==> src/rtl/hazard_scoreboard_if.sv <==
// Hazard scoreboard bus: groups the issue request, the ID/EX operand
// addresses, the forwarding-stage status and the scoreboard results.
//   master : pipeline control side (drives issue/operand/forwarding info)
//   slave  : the scoreboard (returns forward_sel, stall, pending_mask,
//            stall_count, hazard_err)
interface hazard_scoreboard_if #(
  parameter int NUM_SRC = 2,
  parameter int NUM_FWD = 2,
  parameter int REG_AW  = 5,
  parameter int MAX_LAT = 8
);
  localparam int LW       = $clog2(MAX_LAT + 1);
  localparam int SW       = $clog2(NUM_FWD + 1);
  localparam int NUM_REGS = 2 ** REG_AW;

  logic                      issue_valid;
  logic [REG_AW-1:0]         issue_rd;
  logic                      issue_we;
  logic [LW-1:0]             issue_lat;
  logic [NUM_SRC*REG_AW-1:0] id_rs;
  logic [NUM_SRC-1:0]        id_rs_used;
  logic [NUM_SRC*REG_AW-1:0] ex_rs;
  logic [NUM_FWD*REG_AW-1:0] fwd_rd;
  logic [NUM_FWD-1:0]        fwd_we;
  logic [NUM_FWD-1:0]        fwd_ready;
  logic                      flush;
  logic [NUM_SRC*SW-1:0]     forward_sel;
  logic                      stall;
  logic [NUM_REGS-1:0]       pending_mask;
  logic [31:0]               stall_count;
  logic                      hazard_err;

  modport master (
    output issue_valid, issue_rd, issue_we, issue_lat, id_rs, id_rs_used,
           ex_rs, fwd_rd, fwd_we, fwd_ready, flush,
    input  forward_sel, stall, pending_mask, stall_count, hazard_err
  );

  modport slave (
    input  issue_valid, issue_rd, issue_we, issue_lat, id_rs, id_rs_used,
           ex_rs, fwd_rd, fwd_we, fwd_ready, flush,
    output forward_sel, stall, pending_mask, stall_count, hazard_err
  );
endinterface

==> src/rtl/hazard_scoreboard.sv <==
// Register hazard scoreboard: tracks per-register result latency, raises
// RAW/WAW stalls for the ID instruction, selects forwarding sources for the
// EX operands and flags forwarding from a stage whose data is not ready.
//   clk   : clock, all state on rising edge
//   rst_n : asynchronous active-low reset
//   bus   : hazard_scoreboard_if.slave (issue, operands, forwarding, results)
module hazard_scoreboard #(
  parameter int NUM_SRC = 2,
  parameter int NUM_FWD = 2,
  parameter int REG_AW  = 5,
  parameter int MAX_LAT = 8
) (
  input logic                clk,
  input logic                rst_n,
  hazard_scoreboard_if.slave bus
);
  localparam int LW       = $clog2(MAX_LAT + 1);
  localparam int SW       = $clog2(NUM_FWD + 1);
  localparam int NUM_REGS = 2 ** REG_AW;
  localparam logic [LW-1:0] LAT_CAP = LW'(MAX_LAT);

  logic [LW-1:0]         cnt [NUM_REGS];
  logic                  last_valid;
  logic [REG_AW-1:0]     last_rd;
  logic                  raw_hit;
  logic                  waw_hit;
  logic                  stall_i;
  logic                  create;
  logic [LW-1:0]         load_val;
  logic [NUM_SRC*SW-1:0] fsel;
  logic                  fwd_bad;
  logic [NUM_REGS-1:0]   pmask;
  logic [31:0]           scount;
  logic                  err;

  // A counter of 1 means the result reaches a forwarding path next cycle,
  // so only counts of 2 or more block a reader.
  always_comb begin
    raw_hit = 1'b0;
    for (int unsigned i = 0; i < NUM_SRC; i++) begin
      if (bus.id_rs_used[i] && (bus.id_rs[i*REG_AW +: REG_AW] != '0) &&
          (cnt[bus.id_rs[i*REG_AW +: REG_AW]] > LW'(1)))
        raw_hit = 1'b1;
    end
  end

  always_comb begin
    waw_hit  = bus.issue_we && (bus.issue_rd != '0) &&
               (cnt[bus.issue_rd] > bus.issue_lat);
    // Gating with rst_n keeps stall low during reset independent of state.
    stall_i  = rst_n && bus.issue_valid && (raw_hit || waw_hit);
    create   = bus.issue_valid && !stall_i && !bus.flush && bus.issue_we &&
               (bus.issue_rd != '0) && (bus.issue_lat != '0);
    load_val = (bus.issue_lat > LAT_CAP) ? LAT_CAP : bus.issue_lat;
  end

  // Lowest stage index wins: a slot is filled only while still empty.
  always_comb begin
    fsel    = '0;
    fwd_bad = 1'b0;
    for (int unsigned i = 0; i < NUM_SRC; i++) begin
      for (int unsigned j = 0; j < NUM_FWD; j++) begin
        if ((fsel[i*SW +: SW] == '0) && bus.fwd_we[j] &&
            (bus.ex_rs[i*REG_AW +: REG_AW] != '0) &&
            (bus.fwd_rd[j*REG_AW +: REG_AW] == bus.ex_rs[i*REG_AW +: REG_AW])) begin
          fsel[i*SW +: SW] = SW'(j + 1);
          if (!bus.fwd_ready[j])
            fwd_bad = 1'b1;
        end
      end
    end
  end

  always_comb begin
    pmask = '0;
    for (int unsigned r = 0; r < NUM_REGS; r++)
      pmask[r] = (cnt[r] != '0);
  end

  // Flush kill of the just-issued entry takes priority over the decrement;
  // a fresh load is not decremented in its load cycle.
  always_ff @(posedge clk or negedge rst_n) begin
    if (!rst_n) begin
      for (int unsigned r = 0; r < NUM_REGS; r++)
        cnt[r] <= '0;
    end else begin
      for (int unsigned r = 0; r < NUM_REGS; r++) begin
        if (r == 0)
          cnt[r] <= '0;
        else if (bus.flush && last_valid && (last_rd == REG_AW'(r)))
          cnt[r] <= '0;
        else if (create && (bus.issue_rd == REG_AW'(r)))
          cnt[r] <= load_val;
        else if (cnt[r] != '0)
          cnt[r] <= cnt[r] - 1'b1;
      end
    end
  end

  always_ff @(posedge clk or negedge rst_n) begin
    if (!rst_n) begin
      last_valid <= 1'b0;
      last_rd    <= '0;
    end else begin
      last_valid <= create;
      if (create)
        last_rd <= bus.issue_rd;
    end
  end

  always_ff @(posedge clk or negedge rst_n) begin
    if (!rst_n) begin
      scount <= '0;
      err    <= 1'b0;
    end else begin
      if (stall_i && (scount != '1))
        scount <= scount + 32'd1;
      if (fwd_bad)
        err <= 1'b1;
    end
  end

  assign bus.forward_sel  = fsel;
  assign bus.stall        = stall_i;
  assign bus.pending_mask = pmask;
  assign bus.stall_count  = scount;
  assign bus.hazard_err   = err;
endmodule

==> src/flat_wrapper.sv <==
// flat-port wrapper written by rule: the top's interface ports become plain ports
module hazard_scoreboard_flat 
#(
  parameter int NUM_SRC = 2,
  parameter int NUM_FWD = 2,
  parameter int REG_AW  = 5,
  parameter int MAX_LAT = 8
)
  (clk, rst_n, bus_issue_valid, bus_issue_rd, bus_issue_we, bus_issue_lat, bus_id_rs, bus_id_rs_used, bus_ex_rs, bus_fwd_rd, bus_fwd_we, bus_fwd_ready, bus_flush, bus_forward_sel, bus_stall, bus_pending_mask, bus_stall_count, bus_hazard_err);
  hazard_scoreboard_if #(.NUM_SRC(NUM_SRC), .NUM_FWD(NUM_FWD), .REG_AW(REG_AW), .MAX_LAT(MAX_LAT)) bus_i ();
  input logic clk;
  input logic rst_n;
  input wire logic [$bits(bus_i.issue_valid)-1:0] bus_issue_valid;
  input wire logic [$bits(bus_i.issue_rd)-1:0] bus_issue_rd;
  input wire logic [$bits(bus_i.issue_we)-1:0] bus_issue_we;
  input wire logic [$bits(bus_i.issue_lat)-1:0] bus_issue_lat;
  input wire logic [$bits(bus_i.id_rs)-1:0] bus_id_rs;
  input wire logic [$bits(bus_i.id_rs_used)-1:0] bus_id_rs_used;
  input wire logic [$bits(bus_i.ex_rs)-1:0] bus_ex_rs;
  input wire logic [$bits(bus_i.fwd_rd)-1:0] bus_fwd_rd;
  input wire logic [$bits(bus_i.fwd_we)-1:0] bus_fwd_we;
  input wire logic [$bits(bus_i.fwd_ready)-1:0] bus_fwd_ready;
  input wire logic [$bits(bus_i.flush)-1:0] bus_flush;
  output wire logic [$bits(bus_i.forward_sel)-1:0] bus_forward_sel;
  output wire logic [$bits(bus_i.stall)-1:0] bus_stall;
  output wire logic [$bits(bus_i.pending_mask)-1:0] bus_pending_mask;
  output wire logic [$bits(bus_i.stall_count)-1:0] bus_stall_count;
  output wire logic [$bits(bus_i.hazard_err)-1:0] bus_hazard_err;
  assign bus_i.issue_valid = bus_issue_valid;
  assign bus_i.issue_rd = bus_issue_rd;
  assign bus_i.issue_we = bus_issue_we;
  assign bus_i.issue_lat = bus_issue_lat;
  assign bus_i.id_rs = bus_id_rs;
  assign bus_i.id_rs_used = bus_id_rs_used;
  assign bus_i.ex_rs = bus_ex_rs;
  assign bus_i.fwd_rd = bus_fwd_rd;
  assign bus_i.fwd_we = bus_fwd_we;
  assign bus_i.fwd_ready = bus_fwd_ready;
  assign bus_i.flush = bus_flush;
  assign bus_forward_sel = bus_i.forward_sel;
  assign bus_stall = bus_i.stall;
  assign bus_pending_mask = bus_i.pending_mask;
  assign bus_stall_count = bus_i.stall_count;
  assign bus_hazard_err = bus_i.hazard_err;
  hazard_scoreboard #(.NUM_SRC(NUM_SRC), .NUM_FWD(NUM_FWD), .REG_AW(REG_AW), .MAX_LAT(MAX_LAT)) u_core (.clk(clk), .rst_n(rst_n), .bus(bus_i));
endmodule
==> config.mk <==
export PLATFORM = sky130hd
export DESIGN_NAME = hazard_scoreboard_flat
export DESIGN_NICKNAME = d
export VERILOG_FILES = /design/src/rtl/hazard_scoreboard_if.sv /design/src/rtl/hazard_scoreboard.sv /design/src/flat_wrapper.sv
export SDC_FILE = /design/constraint.sdc
export NUM_CORES = 1
export LEC_CHECK = 0
export BUFFER_PORTS_ARGS = -buffer_cell sky130_fd_sc_hd__buf_4
export CORE_MARGIN = 2
export CORE_UTILIZATION = 50
export CTS_BUF_LIST = sky130_fd_sc_hd__clkbuf_8
export DETAILED_ROUTE_END_ITERATION = 8
export PLACE_DENSITY = 0.69
export REMOVE_ABC_BUFFERS = 1
export SLEW_MARGIN = 0
export SYNTH_ARGS = -nofsm -noshare
export SYNTH_HDL_FRONTEND = slang
export SYNTH_SLANG_ARGS = --single-unit
==> constraint.sdc <==
create_clock -name clk -period 6.7 [get_ports clk]
set_input_delay 0.67 -clock clk [delete_from_list [all_inputs] [get_ports clk]]
set_output_delay 0.67 -clock clk [all_outputs]
set_load 0.01 [all_outputs]
==> summary.txt, run 1 <==
Drt
  • Via Count: 11700
  • Detailed Routing Iterations Pass 1: 6
  • Vias per inst: 6.32
  • WL/cell: 21.5 um
  • Max Used Layer: met4
  • Initial DRC count: 1261
  • WL met2: 18600 um
  • Met3 WL: 3670 um
  • Antenna viol nets, final: 0
  • WL final: 39900 um
  • DR DRC count: 0
  • WL met1: 16600 um

Die
  • Chip width: 162 um
  • Row Count: 57
  • Die ar.: 26400 um2
  • DIE HEIGHT: 162 um
  • CORE AREA: 24500 um2
  • I/O Pins: 120
  • Starting Density: 51.3%

Synthesis
  • Synth Flop Type: dfrtp_1
  • Mean Syn Cell Area: 8.70 um2
  • Largest area contributor in the netlist: dfrtp_1
  • Count leader, synth: dfrtp_1
  • Synthesis warning total: 0
  • Post-synth top cells: 163 x dfrtp_1, 113 x nor2_1, 106 x nand2_1
  • Async SR Flop Fraction: 100%
  • Post-synthesis sequential area ratio: 32.5%
  • Distinct cell type count after synthesis: 67
  • Area share of the largest cell type after synthesis: 32.5%
  • Mapped Area: 12600 um2
  • Synth top area cells: dfrtp_1 32%, mux4_2 7.2%, ha_1 6.7%
  • Syn Inst Count: 1443
  • Number of synthesized flops with an enable pin: 0
  • Flop and latch count out of synthesis: 163

Global route
  • Global-route wire length before repair: 62700 um
  • Initial antenna violation count: 0
  • GRT overflow: 0
  • Number of global-route vias before repair: 11100
  • Largest net degree at the start of global routing: 91
  • GRT Overall Usage: 30.7%

Clock network
  • CTS Buffer Depth: 2
  • CTS Buf Count: 17
  • CTS sink count: 163
  • Root Driver: clkbuf_8
  • Hold_buf cts: 0
  • Post CTS Setup Buffer Count: 0
  • Post-CTS sizing: 0
  • H-tree depth: 4
  • Clock transition at path regs: 0.12 ns
  • Clk_lat worst skew: 0.51 ns
  • CTS tree: done

Cells and area
  • Number of diodes: 0
  • Design area: 14100 um2
  • Nets: 1635
  • Layout cells sized above 1: 14.4%
  • Area Growth Syn to Fin: 12.2%

Timing
  • Minimum clock period: 5.57 ns
  • Fin Setup TNS: 0 ns
  • Rel. slew slack: 15.2%
  • Maximum clock rate: 179 MHz
  • Period utilization: 83.2%
  • Tightest Pin Transition: 1.27 ns
  • Final hold vios: 0
  • Skew final: 0.0279 ns
  • Slew Viols, Final: 0
  • RSZ-0062 raised after global routing: false
  • Final setup violating endpoints: 0

Min path
  • Hold Path Class: in -> async

Placed design
  • Post-DP HPWL: 28600 um
  • Routability Congestion: 0.972
  • Port Buffer Count: 118
  • Dpl cell area: 13700 um2

Worst setup path
  • Startpoint types: primary input
  • Critical path class: in -> out
  • Crit-path max FO: 43
  • Critical Path AT: 4.90 ns
  • Crit path required time: 6.03 ns
  • Crit. End Element: output pin

Power and ir drop
  • Peak VDD IR: 0.170 mV
  • Leakage Power: 5.89 nW
  • Pwr per Cell Area: 412 nW/um2

Run status
  • Status: finished, final reports clean

Run
  • Maxcap violations: 0
-- layout make-up --
cell class,count,area [um2]
clock inverter,15,196
sequential,163,4080
inverter,95,357
multi-input combinational,1112,7850
timing repair buffer,129,972
clock buffer,17,234
tap,324,405
fill,2202,10400
-- through the flow --
step | instances | hold WS [ns] | utilization (%) | setup WS (ns) | total power [W]
after CTS | 1855 | 0.290 | 57.6 | 1.16 | 0.00577
after detailed placement | 1823 | 0.482 | 55.8 | 1.18 | 0.00497
after floorplan | 1370 | 0.374 | - | 1.66 | 0.00404
final | 1855 | 0.237 | 57.6 | 1.13 | 0.00580
after global placement | 1823 | 0.469 | 55.8 | 1.26 | 0.00488
after global routing | 1855 | 0.322 | 57.6 | 0.888 | 0.00630
-- cell families (layout without fill, tap and decap cells) --
logic type | count (synthesis) | count (layout) | share of synthesized area, %
AOI/OAI and AO/OA | 283 | 283 | 14.0
DFF | 163 | 163 | 32.5
other | 1 | 1 | 0.0299
muxes | 79 | 79 | 10.3
adders and majority gates | 67 | 67 | 6.68
buffers and inverters | 168 | 256 | 5.08
xor gates and xnor gates | 113 | 113 | 7.88
and+or+nand+nor | 569 | 569 | 23.5
-- registers in the layout, summed over array words and instances, names as in the netlist --
register / count
u_core.bus.stall_count: 32
u_core.cnt: 124
u_core.bus.hazard_err: 1
u_core.last_rd: 5
u_core.last_valid: 1
-- cells in the final DEF, fill, tap and decap left out, types with 4 or more instances in the layout --
| cell type | synthesis | final |
|---|---|---|
| dfrtp_1 | 163 | 163 |
| buf_4 | 1 | 128 |
| nor2_1 | 113 | 113 |
| nand2_1 | 106 | 106 |
| a21oi_1 | 102 | 102 |
| inv_1 | 94 | 94 |
| or3_1 | 91 | 91 |
| nor3_1 | 88 | 88 |
| xnor2_1 | 74 | 74 |
| o21ai_0 | 70 | 70 |
| ha_1 | 67 | 67 |
| mux4_2 | 40 | 40 |
| xor2_1 | 39 | 39 |
| nand3_1 | 36 | 36 |
| mux2i_1 | 33 | 33 |
| o211ai_1 | 27 | 27 |
| nor3b_1 | 27 | 27 |
| nor4_1 | 25 | 25 |
| nand4_1 | 22 | 22 |
| clkbuf_8 | 0 | 17 |
| o21a_1 | 14 | 14 |
| a211oi_1 | 13 | 13 |
| and3_1 | 10 | 10 |
| nor2b_1 | 8 | 8 |
| o31ai_1 | 8 | 8 |
| nor4b_1 | 7 | 7 |
| or2_2 | 7 | 7 |
| or4_1 | 6 | 6 |
| mux2_2 | 6 | 6 |
| nand2b_1 | 6 | 6 |
| a22oi_1 | 5 | 5 |
| o221ai_1 | 5 | 5 |
| a31oi_1 | 5 | 5 |
| and2_1 | 5 | 5 |
| inv_8 | 0 | 5 |
| and4_1 | 4 | 4 |
| clkinv_8 | 0 | 4 |
-- routing by layer --
layer / up-vias / track usage [%]
li1: 5376 / -
met1: 5725 / 41.0
met2: 543 / 48.5
met3: 77 / 8.38
met4: 0 / 9.94
met5: - / 0
-- worst max-delay path, stage by stage --
cell and delay, ns:
buf_4 0.53, mux4_2 0.60, mux4_2 0.46, nor2_1 0.11, a21oi_1 0.06, ha_1 0.33
nor2b_1 0.14, o21a_1 0.16, o21a_1 0.18, o2111a_1 0.26, a21oi_1 0.13, buf_4 0.19
and2_1 0.46, clkinv_1 0.36, buf_4 0.24
-- worst paths after layout --
path | startpoint | to | slack, ns | depth (start not counted)
worst max-delay path | bus_issue_rd[0] | bus_stall | 1.13 | 15
min in group clk | bus_fwd_ready[1] | u_core.bus.hazard_err$_DFFE_PN0P_ | 0.34 | 2
worst min-delay path | rst_n | u_core.cnt[46]$_DFFE_PN0P_ | 0.24 | 1
worst min register to register | u_core.bus.stall_count[28]$_DFFE_PN0P_ | u_core.bus.stall_count[28]$_DFFE_PN0P_ | 0.49 | 1
max in group asynchronous | rst_n | u_core.cnt[31]$_DFFE_PN0P_ | 4.90 | 2
worst max register to register | u_core.cnt[65]$_DFFE_PN0P_ | u_core.cnt[64]$_DFFE_PN0P_ | 1.94 | 15
-- report_power, final --
group          internal (W)  switching, W
registers           0.00143      0.000626
clock network      0.000296      0.000497
logic               0.00145       0.00151
Note: power is estimated with default switching activity, not from simulation.
==> run 2: changes to the inputs <==
Settings changed: ABC_AREA set to 1, PLACE_DENSITY 0.69 to 0.71.
Clock period 6.7 ns to 4.6 ns, I/O delays scaled along.
==> summary.txt, run 2 <==
Global route
  • Largest net degree at the start of global routing: 79 (-13%)
  • Initial antenna violation count: 0 (unchanged)
  • GRT Overall Usage: 32.4% (+1.8 points)
  • Number of global-route vias before repair: 13400 (+20%)
  • Global-route wire length before repair: 72900 um (+16%)
  • GRT overflow: 0 (unchanged)

Power and ir drop
  • Switching pwr: 0.00417 W (+59%)
  • Pwr per Cell Area: 554 nW/um2 (+34%)
  • Clock share of power: 13.2% (-0.5 points)
  • Logic gate share of total power: 55.2% (+4.2 points)
  • Sequential share of power: 31.6% (-3.8 points)
  • Switching Share: 48.8% (+3.6 points)
  • Leakage Power: 7.92 nW (+34%)
  • Power Internal: 0.00437 W (+38%)
  • Peak VDD IR: 0.293 mV (+73%)

Placed design
  • Dpl cell area: 15000 um2 (+10%)
  • Routability Congestion: 1.07 (+10%)
  • Post-DP HPWL: 34400 um (+20%)
  • Placement Setup Slack: 0.599 ns (-0.581 ns)
  • Port Buffer Count: 118 (unchanged)

Worst setup path
  • Crit path required time: 4.14 ns (-1.89 ns)
  • Startpoint types: flop
  • Critical path class: reg -> out
  • Worst setup path startpoint: u_core.cnt[66]$_DFFE_PN0P_
  • Crit-path max FO: 3 (-93%)
  • Critical Path AT: 3.29 ns (-1.61 ns)
  • Crit. End Element: output pin
  • RR Startpoint: u_core.cnt[66]$_DFFE_PN0P_

Synthesis
  • Largest area contributor in the netlist: dfrtp_1
  • Synth Flop Type: dfrtp_1
  • Count leader, synth: nand2_1
  • Synth Area in XOR/XNOR: 6.48% (-1.4 points)
  • Synthesis warning total: 0 (unchanged)
  • Number of synthesized flops with an enable pin: 0 (unchanged)
  • Main combinational cell family by area after synthesis: simple AND/OR/NAND/NOR gates
  • Post-synthesis mux area share: 0% (-10 points)
  • Area fraction in compound gates after synthesis: 10.6% (-3.5 points)
  • Async SR Flop Fraction: 100% (unchanged)
  • Synth top area cells: dfrtp_1 30%, nand2_1 14%, inv_1 7.4%
  • Synth Area in Adders: 6.08% (-0.60 points)
  • Mean Syn Cell Area: 6.79 um2 (-22%)
  • Syn Inst Count: 2031 (+41%)
  • Area share of the largest cell type after synthesis: 29.6% (-2.9 points)
  • Flop and latch count out of synthesis: 163 (unchanged)
  • Distinct cell type count after synthesis: 47 (-30%)
  • Post-synthesis simple-gate area fraction: 37.2% (+14 points)
  • Mapped Area: 13800 um2 (+9.8%)
  • Post-synthesis sequential area ratio: 29.6% (-2.9 points)
  • Post-synth top cells: 530 x nand2_1, 273 x inv_1, 213 x nor2_1

Timing
  • Hold_ws: 0.173 ns (-0.0634 ns)
  • Period utilization: 81.5%
  • Tightest Pin Transition: 1.18 ns (-0.0894 ns)
  • Fin Setup TNS: 0 ns (unchanged)
  • Final worst slack: 0.849 ns (-0.279 ns)
  • Rel. slew slack: 21.2% (+6.0 points)
  • Final hold vios: 0 (unchanged)
  • Minimum clock period: 3.75 ns
  • Slew Viols, Final: 0 (unchanged)
  • Final setup violating endpoints: 0 (unchanged)
  • RSZ-0062 raised after global routing: false
  • Skew final: 0.0199 ns (-0.00800 ns)
  • Maximum clock rate: 267 MHz

Cells and area
  • Most flop-heavy register: u_core.cnt
  • Design area: 15400 um2 (+9.5%)
  • Commonest cells after routing, fill and taps aside: 528 x nand2_1, 273 x inv_1, 212 x nor2_1
  • Number of diodes: 0 (unchanged)
  • Final Util: 57.1% (-0.50 points)
  • Filler Cells Inserted: 2606 (+18%)
  • Area Growth Syn to Fin: 11.9%
  • Most common cell after layout, fill and taps aside: nand2_1
  • Layout cells sized above 1: 10.8% (-3.6 points)
  • Max reg flops: 124 (unchanged)
  • Nets: 2249 (+38%)

Clock network
  • Clk_lat worst skew: 0.49 ns (-0.02 ns)
  • CTS tree: done
  • CTS sink count: 163 (unchanged)
  • Clock transition at path regs: 0.10 ns (-0.02 ns)
  • H-tree depth: 4 (unchanged)
  • Root Driver: clkbuf_8
  • Post-CTS sizing: 0 (unchanged)
  • CTS Buf Count: 17 (unchanged)
  • CTS Buffer Depth: 2 (unchanged)

Die
  • I/O Pins: 120 (unchanged)
  • Die ar.: 28900 um2 (+9.6%)
  • DIE HEIGHT: 170 um (+4.7%)
  • Chip width: 170 um (+4.7%)
  • Starting Density: 51.0% (-0.30 points)
  • Row Count: 60 (+5.3%)
  • CORE AREA: 27000 um2 (+10%)

Drt
  • Initial DRC count: 1726 (+37%)
  • DR DRC count: 0 (unchanged)
  • Detailed Routing Iterations Pass 1: 9 (+3)
  • Antenna viol nets, final: 0 (unchanged)
  • WL final: 46500 um (+17%)
  • Via Count: 14400 (+22%)
  • Vias per inst: 5.78 (-8.6%)
  • WL/cell: 18.7 um (-13%)

Min path
  • Hold Path Origin: bus_fwd_ready[0]
  • Hold Path Class: in -> reg

Run status
  • Status: finished, final reports clean

Run
  • Maxcap violations: 0 (unchanged)
run 2: cell count changes after synthesis, sizes merged, moves of 33 or more:
cell / previous run / this run
nand2: 106 / 532
inv: 94 / 283
or3: 91 / 0
xor2: 39 / 74
nor2: 113 / 220
o21ai: 70 / 171
mux4: 40 / 0
xnor2: 74 / 28
mux2i: 33 / 0
clkbuf: 64 / 29
nand4: 22 / 106
nor3: 89 / 21
nand3: 36 / 196
a21oi: 102 / 19
run 2: power groups by stage:
stage,sequential (W),combinational (W),clock [W]
2_1_floorplan,0.00252,0.00342,0
3_3_place_gp,0.00270,0.00454,0
3_5_place_dp,0.00269,0.00465,0
4_1_cts,0.00268,0.00467,0.00114
5_1_grt,0.00276,0.00543,0.00120
6_report,0.00270,0.00472,0.00113
run 2: timing repair:
action                     4_1_cts  5_1_grt
setup endpoints to repair        0        0
hold buffers                     1        0
setup buffers                    0        0
hold endpoints to repair        50        0
run 2: logic make-up (layout without fill, tap and decap cells):
kind of cell | Yosys count | after routing
xor+xnor | 102 | 102
compound gates | 257 | 257
flops | 163 | 163
fa+ha+maj | 67 | 67
simple gates | 1095 | 1095
other cells | 1 | 1
buf+inv | 346 | 460
run 2: worst paths after layout:
path | end | slack, ns | cells after the start
max | bus_stall | 0.85 | 14
min | u_core.bus.hazard_err$_DFFE_PN0P_ | 0.17 | 2
max reg2reg | u_core.bus.stall_count[4]$_DFFE_PN0P_ | 0.94 | 17
min reg2reg | u_core.cnt[81]$_DFFE_PN0P_ | 0.49 | 2
max in group asynchronous | u_core.cnt[30]$_DFFE_PN0P_ | 2.87 | 3
min in group asynchronous | u_core.cnt[75]$_DFFE_PN0P_ | 0.47 | 2
run 2: area by class of cell:
type | instances | area, um2 | area share [%]
Tap cell | 341 | 427 | 2.76
Sequential cell | 163 | 4080 | 26.4
Clock buffer | 18 | 248 | 1.61
Multi-Input combinational cell | 1522 | 8330 | 54.0
Clock inverter | 14 | 143 | 0.924
Timing Repair Buffer | 144 | 1140 | 7.37
Inverter | 284 | 1070 | 6.91
run 2: layer usage:
metal	routed length, um	track usage [%]	up-vias
li1	-	-	6861
met1	19500	42.6	6685
met2	21000	51.9	683
met3	3840	5.26	128
met4	2220	16.0	0
met5	0	0	-
run 2: worst max-delay path, stage by stage (launching register included):
cell       delay, ns
dfrtp_1         0.43
inv_1           0.14
o22ai_1         0.11
a221oi_1        0.25
o21ai_0         0.11
a2111oi_0       0.50
a21oi_1         0.13
ha_1            0.32
o211ai_1        0.09
a21oi_1         0.12
nand2_1         0.08
nand3_2         0.10
nand2_4         0.06
inv_1           0.18
buf_4           0.17
run 2: per-stage QoR:
step | instances | total power (W)
floorplan | 1969 | 0.00594
global placement | 2453 | 0.00724
detailed placement | 2453 | 0.00735
CTS | 2486 | 0.00849
global route | 2486 | 0.00939
finish | 2486 | 0.00855
==> run 3: changes to the inputs <==
Settings changed: ABC_AREA 1 to 0, PLACE_DENSITY 0.71 to 0.72.
Clock period 4.6 ns to 3.4 ns, I/O delays scaled along.
==> summary.txt, run 3 (synthesis gave the netlist of run 1 again) <==
Cells and area
  • Layout cells sized above 1: 35.2% (+24 points)
  • Filler Cells Inserted: 1817 (-30%)
  • Max reg flops: 124 (unchanged)
  • Area of the multi-input gates: 8760 um2 (+5.1%)
  • Most common cell after layout, fill and taps aside: buf_4
  • Commonest cells after routing, fill and taps aside: 344 x buf_4, 163 x dfrtp_1, 102 x nor2_1
  • Number of diodes: 0 (unchanged)
  • Sequential cell area: 4080 um2 (unchanged)
  • Final Util: 71.2% (+14 points)
  • Most flop-heavy register: u_core.cnt
  • Nets: 1904 (-15%)
  • Area Growth Syn to Fin: 38.8%

Die
  • Chip width: 162 um (-4.5%)
  • Die ar.: 26400 um2 (-8.7%)
  • Row Count: 57 (-5.0%)
  • Starting Density: 51.3% (+0.30 points)
  • DIE HEIGHT: 162 um (-4.5%)
  • I/O Pins: 120 (unchanged)
  • CORE AREA: 24500 um2 (-9.5%)

Timing
  • Final hold vios: 0 (unchanged)
  • RSZ-0062 raised after global routing: true
  • Tightest Pin Transition: 1.02 ns (-0.160 ns)
  • Rel. slew slack: 32.0% (+11 points)
  • Skew final: 0.0266 ns (+0.00669 ns)
  • Slew Viols, Final: 0 (unchanged)
  • Final setup violating endpoints: 163 (+163)
  • Fin Setup TNS: -93.97 ns (-93.97 ns)
  • Final worst slack: -0.806 ns (-1.66 ns)
  • Period utilization: 124%
  • Maximum clock rate: 238 MHz
  • Minimum clock period: 4.21 ns

Clock network
  • H-tree depth: 4 (unchanged)
  • CTS sink count: 163 (unchanged)
  • Root Driver: clkbuf_8
  • Clock transition at path regs: 0.12 ns (+0.02 ns)
  • Clk_lat worst skew: 0.50 ns (about the same)
  • CTS Buffer Depth: 2 (unchanged)
  • CTS tree: done
  • CTS Buf Count: 17 (unchanged)

Power and ir drop
  • Peak VDD IR: 0.357 mV (+22%)
  • Leakage Power: 7.62 nW (-3.8%)
  • Pwr per Cell Area: 784 nW/um2 (+41%)
  • Power, Total: 0.0137 W (+60%)

Drt
  • WL/cell: 22.0 um (+18%)
  • Initial DRC count: 1480 (-14%)
  • Antenna viol nets, final: 0 (unchanged)
  • Detailed Routing Iterations Pass 1: 5 (-4)
  • Via Count: 13300 (-7.4%)
  • WL final: 46800 um (+0.68%)
  • Vias per inst: 6.26 (+8.4%)
  • DR DRC count: 0 (unchanged)

Min path
  • Hold Path Cell Cnt: 2 (unchanged)
  • Hold Path Origin: bus_fwd_ready[1]
  • Worst hold endpoint: u_core.bus.hazard_err$_DFFE_PN0P_
  • Hold Path Class: in -> reg

Worst setup path
  • Crit-path max FO: 3 (unchanged)
  • RR Startpoint: u_core.cnt[1]$_DFFE_PN0P_
  • Worst reg2reg endpoint: u_core.cnt[53]$_DFFE_PN0P_
  • Critical Path AT: 3.87 ns (+0.58 ns)
  • Crit. End Element: output pin
  • R2R cell count: 16 (-1)
  • Startpoint types: flop
  • Reg2Reg Setup Slack: -0.77 ns (-1.71 ns)
  • Critical path class: reg -> out
  • Crit path required time: 3.06 ns (-1.08 ns)

Run status
  • Status: finished with violations
  • Violated checks: setup timing

Placed design
  • Port Buffer Count: 118 (unchanged)
  • Post-DP HPWL: 33200 um (-3.3%)
  • Routability Congestion: 0.973 (-9.2%)
  • Placement Setup Slack: -1.17 ns (-1.76 ns)

Run
  • Maxcap violations: 0 (unchanged)

Global route
  • Number of global-route vias before repair: 12800 (-4.3%)
  • Largest net degree at the start of global routing: 75 (-5.1%)
  • Initial antenna violation count: 0 (unchanged)
  • GRT overflow: 0 (unchanged)
  • GRT Overall Usage: 35.2% (+2.7 points)
  • Global-route wire length before repair: 71200 um (-2.4%)
[run 3: cell types whose count changed in the layout (fill, tap and decap cells not counted), sizes merged, moves of 68 or more]
cell	before	now
nor2	220	113
nand2	532	106
nand4	106	22
buf	143	397
or3	0	91
nor3	21	89
inv	292	101
a21oi	19	102
nand3	196	36
o21ai	171	70
[run 3: how the worst max path moves through the flow]
stage / end / start / depth (start not counted)
final: bus_stall / u_core.cnt[1]$_DFFE_PN0P_ / 14
after global routing: bus_stall / u_core.cnt[1]$_DFFE_PN0P_ / 14
after CTS: bus_stall / u_core.cnt[1]$_DFFE_PN0P_ / 15
after detailed placement: u_core.bus.stall_count[3]$_DFFE_PN0P_ / bus_issue_rd[0] / 17
after global placement: u_core.bus.stall_count[3]$_DFFE_PN0P_ / bus_issue_rd[0] / 17
after floorplan: u_core.cnt[96]$_DFFE_PN0P_ / u_core.cnt[17]$_DFFE_PN0P_ / 13
[run 3: cell type report]
type                    instances  share of cell area [%]
repair buffers                398                    19.6
clock inverters                15                    1.03
clock buffers                  17                    1.34
inverters                      95                    2.07
multi-input cells            1112                    50.3
flip-flops and latches        163                    23.4
well taps                     324                    2.33
[run 3: critical path: stages (launching register included)]
cell and delay (ns):
dfrtp_1 0.45, mux4_2 0.48, mux4_2 0.52, nor2_2 0.14, a21oi_2 0.05, ha_1 0.31
nor2b_4 0.13, o21a_1 0.16, o21a_1 0.17, o2111a_2 0.28, a21oi_4 0.19, buf_12 0.13
and2_4 0.16, clkinv_4 0.06, buf_4 0.14
[run 3: what timing repair did]
item | in CTS | in global routing
hold buffers | 1 | 0
setup endpoints to repair | 163 | 163
gates resized for setup | 138 | 133
pin swaps | 57 | 36
buffers inserted | 18 | 10
cloned | 9 | 0
endpoints found under the hold margin | 47 | 0
[run 3: layer usage]
layer  vias to the layer above  wire length (um)  global-route usage [%]
li1                       5924                 -                       -
met1                      6418             18600                    47.6
met2                       789             21500                    56.3
met3                       164              4680                    6.44
met4                         0              2070                    13.6
met5                         -                 0                       0
[run 3: power by group]
group / total, W / internal [W] / leakage (nW) / switching (W)
clock network: 0.00152 / 0.000564 / 0.207 / 0.000957
registers: 0.00351 / 0.00282 / 2.00 / 0.000693
logic: 0.00862 / 0.00433 / 5.41 / 0.00429
total: 0.0137 / 0.00771 / 7.62 / 0.00594
[run 3: metrics by stage]
step / hold slack [ns] / instances / area (um2)
floorplan: 0.0444 / 1370 / 12300
global placement: 0.471 / 2058 / 15500
detailed placement: 0.479 / 2058 / 15500
CTS: 0.0374 / 2118 / 16800
global route: 0.0491 / 2124 / 17400
finish: 0.0408 / 2124 / 17400
